`config.mk`:
```
export PLATFORM = sky130hd
export DESIGN_NAME = regfile_dump_reader_flat
export DESIGN_NICKNAME = d
export VERILOG_FILES = /design/src/rtl/regfile_dump_reader_pkg.sv /design/src/rtl/regfile_dump_reader_if.sv /design/src/rtl/regfile_dump_reader.sv /design/src/flat_wrapper.sv
export SDC_FILE = /design/constraint.sdc
export NUM_CORES = 1
export LEC_CHECK = 0
export CELL_PAD_IN_SITES_DETAIL_PLACEMENT = 1
export CELL_PAD_IN_SITES_GLOBAL_PLACEMENT = 1
export CORE_MARGIN = 4
export CORE_UTILIZATION = 37
export CTS_BUF_LIST = sky130_fd_sc_hd__clkbuf_8
export CTS_CLUSTER_SIZE = 10
export DETAILED_ROUTE_END_ITERATION = 7
export MAX_ROUTING_LAYER = met4
export PLACE_DENSITY_LB_ADDON = 0.1
export SYNTH_ARGS = -nofsm -noshare
export SYNTH_HDL_FRONTEND = slang
export SYNTH_SLANG_ARGS = --single-unit
```
`constraint.sdc`:
```
create_clock -name clk -period 4.9 [get_ports clk]
set_clock_uncertainty 0.1 [all_clocks]
set_input_delay 0.49 -clock clk [delete_from_list [all_inputs] [get_ports clk]]
set_output_delay 0.49 -clock clk [all_outputs]
set_load 0.05 [all_outputs]
```
`src/rtl/regfile_dump_reader_pkg.sv`:
```
// Shared definitions for the register-file dump reader: FSM state encoding and
// default address/data widths, which match the register file they read.
package regfile_dump_reader_pkg;

    localparam int ADDR_LEN_DEF = 4;
    localparam int DATA_LEN_DEF = 32;

    typedef enum logic [2:0] {
        ST_IDLE  = 3'd0,
        ST_FETCH = 3'd1,
        ST_SEND  = 3'd2,
        ST_CKSUM = 3'd3,
        ST_DONE  = 3'd4
    } state_t;

endpackage

```
`src/rtl/regfile_dump_reader_if.sv`:
```
// Bundle of the dump reader's control, register-file read port and beat stream.
// The master side is the reader; the slave side is core/regfile/trace sink.
interface regfile_dump_reader_if
    import regfile_dump_reader_pkg::*;
#(
    parameter int ADDR_LEN = ADDR_LEN_DEF,
    parameter int DATA_LEN = DATA_LEN_DEF
) ();

    logic                start;
    logic [ADDR_LEN-1:0] first_addr;
    logic [ADDR_LEN-1:0] last_addr;
    logic [ADDR_LEN-1:0] rd_addr;
    logic [DATA_LEN-1:0] rd_data;
    logic                hold_req;
    logic                busy;
    logic                out_valid;
    logic                out_ready;
    logic [ADDR_LEN-1:0] out_addr;
    logic [DATA_LEN-1:0] out_data;
    logic                out_last;
    logic                done;

    modport master (
        input  start, first_addr, last_addr, rd_data, out_ready,
        output rd_addr, hold_req, busy, out_valid, out_addr, out_data, out_last, done
    );

    modport slave (
        output start, first_addr, last_addr, rd_data, out_ready,
        input  rd_addr, hold_req, busy, out_valid, out_addr, out_data, out_last, done
    );

endinterface

```
`src/rtl/regfile_dump_reader.sv`:
```
// Walks a register range (with wrap), reads each register and streams {addr,data} beats.
// Optional trailing XOR checksum beat when REGDUMP_CKSUM_EN is defined.
module regfile_dump_reader
    import regfile_dump_reader_pkg::*;
#(
    parameter int ADDR_LEN = ADDR_LEN_DEF,
    parameter int DATA_LEN = DATA_LEN_DEF
) (
    input  logic                  clk,
    input  logic                  reset_n,
    regfile_dump_reader_if.master bus
);

    state_t              r_state;
    state_t              w_next;
    logic [ADDR_LEN-1:0] r_cur;
    logic [ADDR_LEN-1:0] r_end;
    logic [ADDR_LEN-1:0] r_out_addr;
    logic [DATA_LEN-1:0] r_out_data;
    logic                r_out_last;
    logic                r_busy;
`ifdef REGDUMP_CKSUM_EN
    logic [DATA_LEN-1:0] r_cksum;
`endif

    logic w_accept;
    logic w_fetch;
    logic w_xfer;
    logic w_at_end;

    assign w_at_end = (r_cur == r_end);

    always_comb begin
        w_next   = r_state;
        w_accept = 1'b0;
        w_fetch  = 1'b0;
        w_xfer   = 1'b0;
        case (r_state)
            ST_IDLE: begin
                if (bus.start) begin
                    w_accept = 1'b1;
                    w_next   = ST_FETCH;
                end
            end
            ST_FETCH: begin
                w_fetch = 1'b1;
                w_next  = ST_SEND;
            end
            ST_SEND: begin
                if (bus.out_ready) begin
                    w_xfer = 1'b1;
                    if (!w_at_end) w_next = ST_FETCH;
`ifdef REGDUMP_CKSUM_EN
                    else w_next = ST_CKSUM;
`else
                    else w_next = ST_DONE;
`endif
                end
            end
`ifdef REGDUMP_CKSUM_EN
            ST_CKSUM: begin
                if (bus.out_ready) w_next = ST_DONE;
            end
`endif
            ST_DONE: begin
                w_next = ST_IDLE;
            end
            default: begin
                w_next = ST_IDLE;
            end
        endcase
    end

    // busy/hold_req are registered from the next state so they rise the cycle after acceptance
    always_ff @(posedge clk or negedge reset_n) begin
        if (!reset_n) begin
            r_state <= ST_IDLE;
            r_busy  <= 1'b0;
        end else begin
            r_state <= w_next;
            r_busy  <= (w_next != ST_IDLE);
        end
    end

    always_ff @(posedge clk or negedge reset_n) begin
        if (!reset_n) begin
            r_cur      <= '0;
            r_end      <= '0;
            r_out_addr <= '0;
            r_out_data <= '0;
            r_out_last <= 1'b0;
`ifdef REGDUMP_CKSUM_EN
            r_cksum    <= '0;
`endif
        end else begin
            if (w_accept) begin
                r_cur <= bus.first_addr;
                r_end <= bus.last_addr;
`ifdef REGDUMP_CKSUM_EN
                r_cksum <= '0;
`endif
            end
            if (w_fetch) begin
                r_out_addr <= r_cur;
                r_out_data <= bus.rd_data;
`ifdef REGDUMP_CKSUM_EN
                r_out_last <= 1'b0;
                r_cksum    <= r_cksum ^ bus.rd_data;
`else
                r_out_last <= w_at_end;
`endif
            end
            // The range end is not advanced past, so rd_addr keeps the last register afterwards
            if (w_xfer) begin
                if (!w_at_end) begin
                    r_cur <= r_cur + ADDR_LEN'(1);
                end
`ifdef REGDUMP_CKSUM_EN
                else begin
                    r_out_addr <= '0;
                    r_out_data <= r_cksum;
                    r_out_last <= 1'b1;
                end
`endif
            end
        end
    end

    assign bus.rd_addr   = r_cur;
    assign bus.hold_req  = r_busy;
    assign bus.busy      = r_busy;
    assign bus.out_valid = (r_state == ST_SEND) || (r_state == ST_CKSUM);
    assign bus.out_addr  = r_out_addr;
    assign bus.out_data  = r_out_data;
    assign bus.out_last  = r_out_last;
    assign bus.done      = (r_state == ST_DONE);

endmodule

```
`src/flat_wrapper.sv`:
```
// flat-port wrapper written by rule: the top's interface ports become plain ports
module regfile_dump_reader_flat import regfile_dump_reader_pkg::*;
#(
    parameter int ADDR_LEN = ADDR_LEN_DEF,
    parameter int DATA_LEN = DATA_LEN_DEF
)
  (clk, reset_n, bus_start, bus_first_addr, bus_last_addr, bus_rd_data, bus_out_ready, bus_rd_addr, bus_hold_req, bus_busy, bus_out_valid, bus_out_addr, bus_out_data, bus_out_last, bus_done);
  regfile_dump_reader_if #(.ADDR_LEN(ADDR_LEN), .DATA_LEN(DATA_LEN)) bus_i ();
  input  logic clk;
  input  logic reset_n;
  input wire logic [$bits(bus_i.start)-1:0] bus_start;
  input wire logic [$bits(bus_i.first_addr)-1:0] bus_first_addr;
  input wire logic [$bits(bus_i.last_addr)-1:0] bus_last_addr;
  input wire logic [$bits(bus_i.rd_data)-1:0] bus_rd_data;
  input wire logic [$bits(bus_i.out_ready)-1:0] bus_out_ready;
  output wire logic [$bits(bus_i.rd_addr)-1:0] bus_rd_addr;
  output wire logic [$bits(bus_i.hold_req)-1:0] bus_hold_req;
  output wire logic [$bits(bus_i.busy)-1:0] bus_busy;
  output wire logic [$bits(bus_i.out_valid)-1:0] bus_out_valid;
  output wire logic [$bits(bus_i.out_addr)-1:0] bus_out_addr;
  output wire logic [$bits(bus_i.out_data)-1:0] bus_out_data;
  output wire logic [$bits(bus_i.out_last)-1:0] bus_out_last;
  output wire logic [$bits(bus_i.done)-1:0] bus_done;
  assign bus_i.start = bus_start;
  assign bus_i.first_addr = bus_first_addr;
  assign bus_i.last_addr = bus_last_addr;
  assign bus_i.rd_data = bus_rd_data;
  assign bus_i.out_ready = bus_out_ready;
  assign bus_rd_addr = bus_i.rd_addr;
  assign bus_hold_req = bus_i.hold_req;
  assign bus_busy = bus_i.busy;
  assign bus_out_valid = bus_i.out_valid;
  assign bus_out_addr = bus_i.out_addr;
  assign bus_out_data = bus_i.out_data;
  assign bus_out_last = bus_i.out_last;
  assign bus_done = bus_i.done;
  regfile_dump_reader #(.ADDR_LEN(ADDR_LEN), .DATA_LEN(DATA_LEN)) u_core (.clk(clk), .reset_n(reset_n), .bus(bus_i));
endmodule
```
==> results of run 1 <==
routing by layer:
metal  vias up  routed length, um  track usage (%)
met1       703               1990             18.1
met2        55               2530             26.3
met4         0                 78             4.82
met5         -                  0                -
li1        632                  -                -
met3        11                357             5.31
critical path, cell delays in order (launching register included):
cell and delay (ns):
dfrtp_1 0.55, nor3b_1 0.22, clkdlybuf4s50_1 0.83
how the worst max path moves through the flow:
stage	startpoint	to	cells after the start	slack, ns
5_1_grt	u_core.r_state[2]	bus_done	2	2.29
3_3_place_gp	bus_start	u_core.bus.rd_addr[1]	4	2.25
6_report	u_core.r_state[2]	bus_done	2	2.42
2_1_floorplan	u_core.r_state[2]	bus_done	1	2.62
3_5_place_dp	bus_start	u_core.bus.rd_addr[1]	4	2.16
4_1_cts	u_core.r_state[2]	bus_done	2	2.39
per-stage QoR:
| step | area, um^2 | utilization [%] | cells |
|---|---|---|---|
| 3_3_place_gp | 2970 | 56.7 | 281 |
| 3_5_place_dp | 2970 | 56.7 | 281 |
| 6_report | 3050 | 58.3 | 288 |
| 2_1_floorplan | 2050 | - | 129 |
| 5_1_grt | 3050 | 58.3 | 288 |
| 4_1_cts | 3050 | 58.3 | 288 |
cell families after synthesis:
kind of cell / share of synthesized area, %
multiplexers: 26.7
flip-flops: 59.8
AND/OR/NAND/NOR: 4.94
buffers and inverters: 2.44
AO/OA/AOI/OAI: 2.99
XOR/XNOR: 2.56
adder cells (fa/ha/maj): 0.610
Yosys cell counts:
cell	count
o21a_1	1
nor4b_2	1
dfrtp_1	49
nand4_1	1
nor2_1	1
ha_1	1
and2b_1	1
nand3_1	1
nand4bb_1	1
buf_4	4
mux2i_1	7
nor2_8	1
a41oi_4	1
buf_6	1
or3b_2	1
o31a_1	1
buf_2	1
mux2_4	1
inv_1	1
nand2b_2	1
mux2_2	41
xor2_1	1
a21oi_1	2
nor3b_1	2
a21boi_0	1
xnor2_1	5
cell type report:
class	instances	area [um^2]
fillers	496	2180
clock inverters	1	3.75
well taps	70	87.6
clock buffers	6	82.6
repair buffers	88	876
multi-input cells	73	774
flip-flops and latches	49	1230
inverters	1	3.75
state kept, by name (all words and copies together) (netlist names):
| signal | flops |
|---|---|
| u_core.bus.busy | 1 |
| u_core.bus.out_addr | 4 |
| u_core.bus.out_data | 32 |
| u_core.bus.out_last | 1 |
| u_core.bus.rd_addr | 4 |
| u_core.r_end | 4 |
| u_core.r_state | 3 |
==> flow_summary.json, run 1 <==
{
  "grt_start_max_net_pins": 50,
  "setup_viol": 0,
  "cts_tree": "built",
  "end_kind": "output port",
  "syn_area_per_cell_um2": 15.9,
  "cts_hold_buf": 0,
  "synthDistinctLibCells": 26,
  "fmax_mhz": 403,
  "cts_resized": 0,
  "critPathLaunchType": "flop",
  "numCtsBuffers": 5,
  "clock_latency_ns": 0.29,
  "place_ws_ns": 2.16,
  "floorplan.rows": 26,
  "vias": 1401,
  "ys_ff_latch": 49,
  "fin_crit_ns": 2.48,
  "die_h_um": 82.4,
  "final_common_cell": "clkdlybuf4s50_1",
  "yosysSeqAreaShare_pct": 59.8,
  "core_um2": 5240,
  "fin_hold_ws_ns": 0.299,
  "io_pins": 89,
  "r2r-end": "u_core.bus.rd_addr[1]",
  "grt_pass1_wl_um": 7730,
  "arrival_ns": 1.89,
  "wl_um": 4960,
  "gp_congestion": 0.750,
  "netlist_top_cells_area": "dfrtp_1, mux2_2, mux2i_1",
  "antenna_left": 0,
  "grt_pass1_vias": 1548,
  "syn_to_final_growth_pct": 48.9,
  "worstPathRequired_ns": 4.31,
  "avgRoutedWirePerCell_um": 17.2,
  "syn_nets": 174,
  "status": "completed",
  "rsz0062_at_grt": "no",
  "via_per_inst": 4.86,
  "post-dp-hpwl_um": 3670,
  "start_util_pct": 39.2,
  "port_buffers": 88,
  "htreeDepth": 2,
  "antenna_found_initial": 0,
  "fin_crit_sh_pct": 50.7,
  "slew_violations": 0,
  "yosysTopAreaCell": "dfrtp_1",
  "yosysTopAreaCellShare_pct": 59.8,
  "ys_warn_count": 0,
  "r2r_slack_ns": 2.64,
  "synth_cells": 129,
  "crit_type": "flop to output port",
  "clockBufferDepth": 2,
  "tightest_slew_ns": 1.09,
  "post-cts-setup-buffer-count": 0,
  "drc": 0,
  "cap_viol_max_count": 0,
  "rr_startpoint": "u_core.r_state[0]",
  "worst_slack_ns": 2.42,
  "path_max_fanout": 7,
  "grt.total_usage_pct": 15.8,
  "drive_gt1_share_pct": 24.8,
  "layout_common_cells": "clkdlybuf4s50_1, dfrtp_1, mux2_2",
  "hold_violations": 0,
  "diodes": 0,
  "gr-total-overflow": 0,
  "dieWidth_um": 82.4,
  "cts-root-buf": "clkbuf_8",
  "setup_tns_ns": 0,
  "syn_area_um2": 2050,
  "die_area_um2": 6800,
  "cts_sinks": 49,
  "fin_nets": 263,
  "reg2reg_depth": 3,
  "drt_first_pass_iters": 2,
  "path_clk_slew_ns": 0.08,
  "drt_iter0_drc": 33,
  "relSlewSlack_pct": 27.4,
  "min_path_type": "input port to async pin"
}
Power of run 1 is left out: the tool's default activity adds up to more than one toggle a clock period on the data nets, which glitch-free logic cannot reach.
==> inputs of run 2 (changes only) <==
--- a/config.mk
+++ b/config.mk
@@ -8,7 +8,7 @@
 export CELL_PAD_IN_SITES_DETAIL_PLACEMENT = 1
 export CELL_PAD_IN_SITES_GLOBAL_PLACEMENT = 1
 export CORE_MARGIN = 4
-export CORE_UTILIZATION = 37
+export CORE_UTILIZATION = 31
 export CTS_BUF_LIST = sky130_fd_sc_hd__clkbuf_8
 export CTS_CLUSTER_SIZE = 10
 export DETAILED_ROUTE_END_ITERATION = 7
==> constraint.sdc (replaced) <==
create_clock -name clk -period 2.1 [get_ports clk]
set_clock_uncertainty 0.1 [all_clocks]
set_input_delay 0.21 -clock clk [delete_from_list [all_inputs] [get_ports clk]]
set_output_delay 0.21 -clock clk [all_outputs]
set_load 0.05 [all_outputs]
==> flow_summary.json, run 2 (same netlist as run 1, synthesis figures left out) <==
{
  "status": "completed",
  "gr-total-overflow": 0,
  "fin_crit_ns": 1.96,
  "cap_viol_max_count": 0,
  "layout_common_cells": "clkdlybuf4s50_1, dfrtp_1, mux2_2",
  "arrival_ns": 1.65,
  "dieWidth_um": 89.3,
  "core_um2": 6390,
  "post-dp-hpwl_um": 3860,
  "wl_um": 5070,
  "largest_register_ff_count": 32,
  "fin_nets": 268,
  "path_max_fanout": 7,
  "fin_crit_sh_pct": 93.6,
  "cp_num_buf_inv": 1,
  "gp_congestion": 0.756,
  "slew_violations": 0,
  "via_per_inst": 4.68,
  "grt_pass1_vias": 1653,
  "grt_start_max_net_pins": 38,
  "tightest_slew_ns": 0.588,
  "diodes": 0,
  "setup_viol": 0,
  "numCtsBuffers": 5,
  "hold_violations": 0,
  "placed_cells": 292,
  "htreeDepth": 2,
  "rr_startpoint": "u_core.r_state[1]",
  "vias": 1410,
  "relSlewSlack_pct": 60.8,
  "worstPathRequired_ns": 1.79,
  "antenna_found_initial": 0,
  "end_kind": "output port",
  "final_cells": 301,
  "io_pins": 89,
  "path_cells": "clkdlybuf4s50_1",
  "start_util_pct": 32.1,
  "crit_family": "buffers and inverters",
  "crit_type": "flop to output port",
  "die_h_um": 89.3,
  "drt_first_pass_iters": 2,
  "cts-root-buf": "clkbuf_8",
  "floorplan.rows": 29,
  "cts_sinks": 49,
  "drt_iter0_drc": 14,
  "avgRoutedWirePerCell_um": 16.8,
  "drive_gt1_share_pct": 26.3,
  "path_clk_slew_ns": 0.09,
  "worst_path_max_delay_cell": "clkdlybuf4s50_1",
  "critPathLaunchType": "flop",
  "clock_latency_ns": 0.29,
  "port_buffers": 88,
  "setup_tns_ns": 0,
  "cts_tree": "built",
  "grt_pass1_wl_um": 8280,
  "fmax_mhz": 509,
  "syn_to_final_growth_pct": 52.0,
  "rsz0062_at_grt": "no",
  "startpoint": "u_core.bus.rd_addr[0]",
  "clockBufferDepth": 2,
  "grt.total_usage_pct": 14.0,
  "drc": 0,
  "min_path_type": "input port to async pin",
  "finish.utilization_pct": 48.8,
  "final_common_cell": "clkdlybuf4s50_1",
  "critical_path.max_stage_delay_ns": 0.86,
  "antenna_left": 0,
  "cts_resized": 0,
  "die_area_um2": 7980
}
==> run 2: final timing paths <==
kind                                      endpoint  slack, ns  cells past startpoint
min reg2reg                u_core.bus.out_data[30]       0.41                      1
min in group clk           u_core.bus.out_data[30]       0.41                      1
max in group asynchronous  u_core.bus.out_data[25]       1.00                      3
min                         u_core.bus.out_data[5]       0.34                      2
max                                 bus_rd_addr[0]       0.14                      1
max reg2reg                u_core.bus.out_data[19]       0.39                      4
==> run 2: what timing repair did <==
item	4_1_cts	5_1_grt
setup endpoints to repair	0	0
endpoints found under the hold margin	23	0
setup buffers	0	0
hold buffers	1	0
==> run 2: per-stage QoR <==
step	setup WS, ns	hold slack (ns)	cell area, um^2
2_1_floorplan	0.0953	-0.186	2050
3_3_place_gp	0.282	0.138	3030
3_5_place_dp	0.251	0.154	3030
4_1_cts	0.106	0.365	3120
5_1_grt	0.0655	0.406	3120
6_report	0.135	0.342	3120
==> run 2: routing by layer <==
layer	global-route usage [%]	routed length (um)
met3	4.61	378
met2	25.0	2670
met4	2.84	27
met5	-	0
met1	15.1	1990
==> run 2: final cells by class <==
type,count,area (um^2)
clock buffer,5,68.8
clock inverter,3,11.3
fill,642,3270
inverter,1,3.75
multi-input combinational,73,774
sequential,49,1230
tap,77,96.3
timing repair buffer,93,936
Power of run 2 is left out for the same reason.
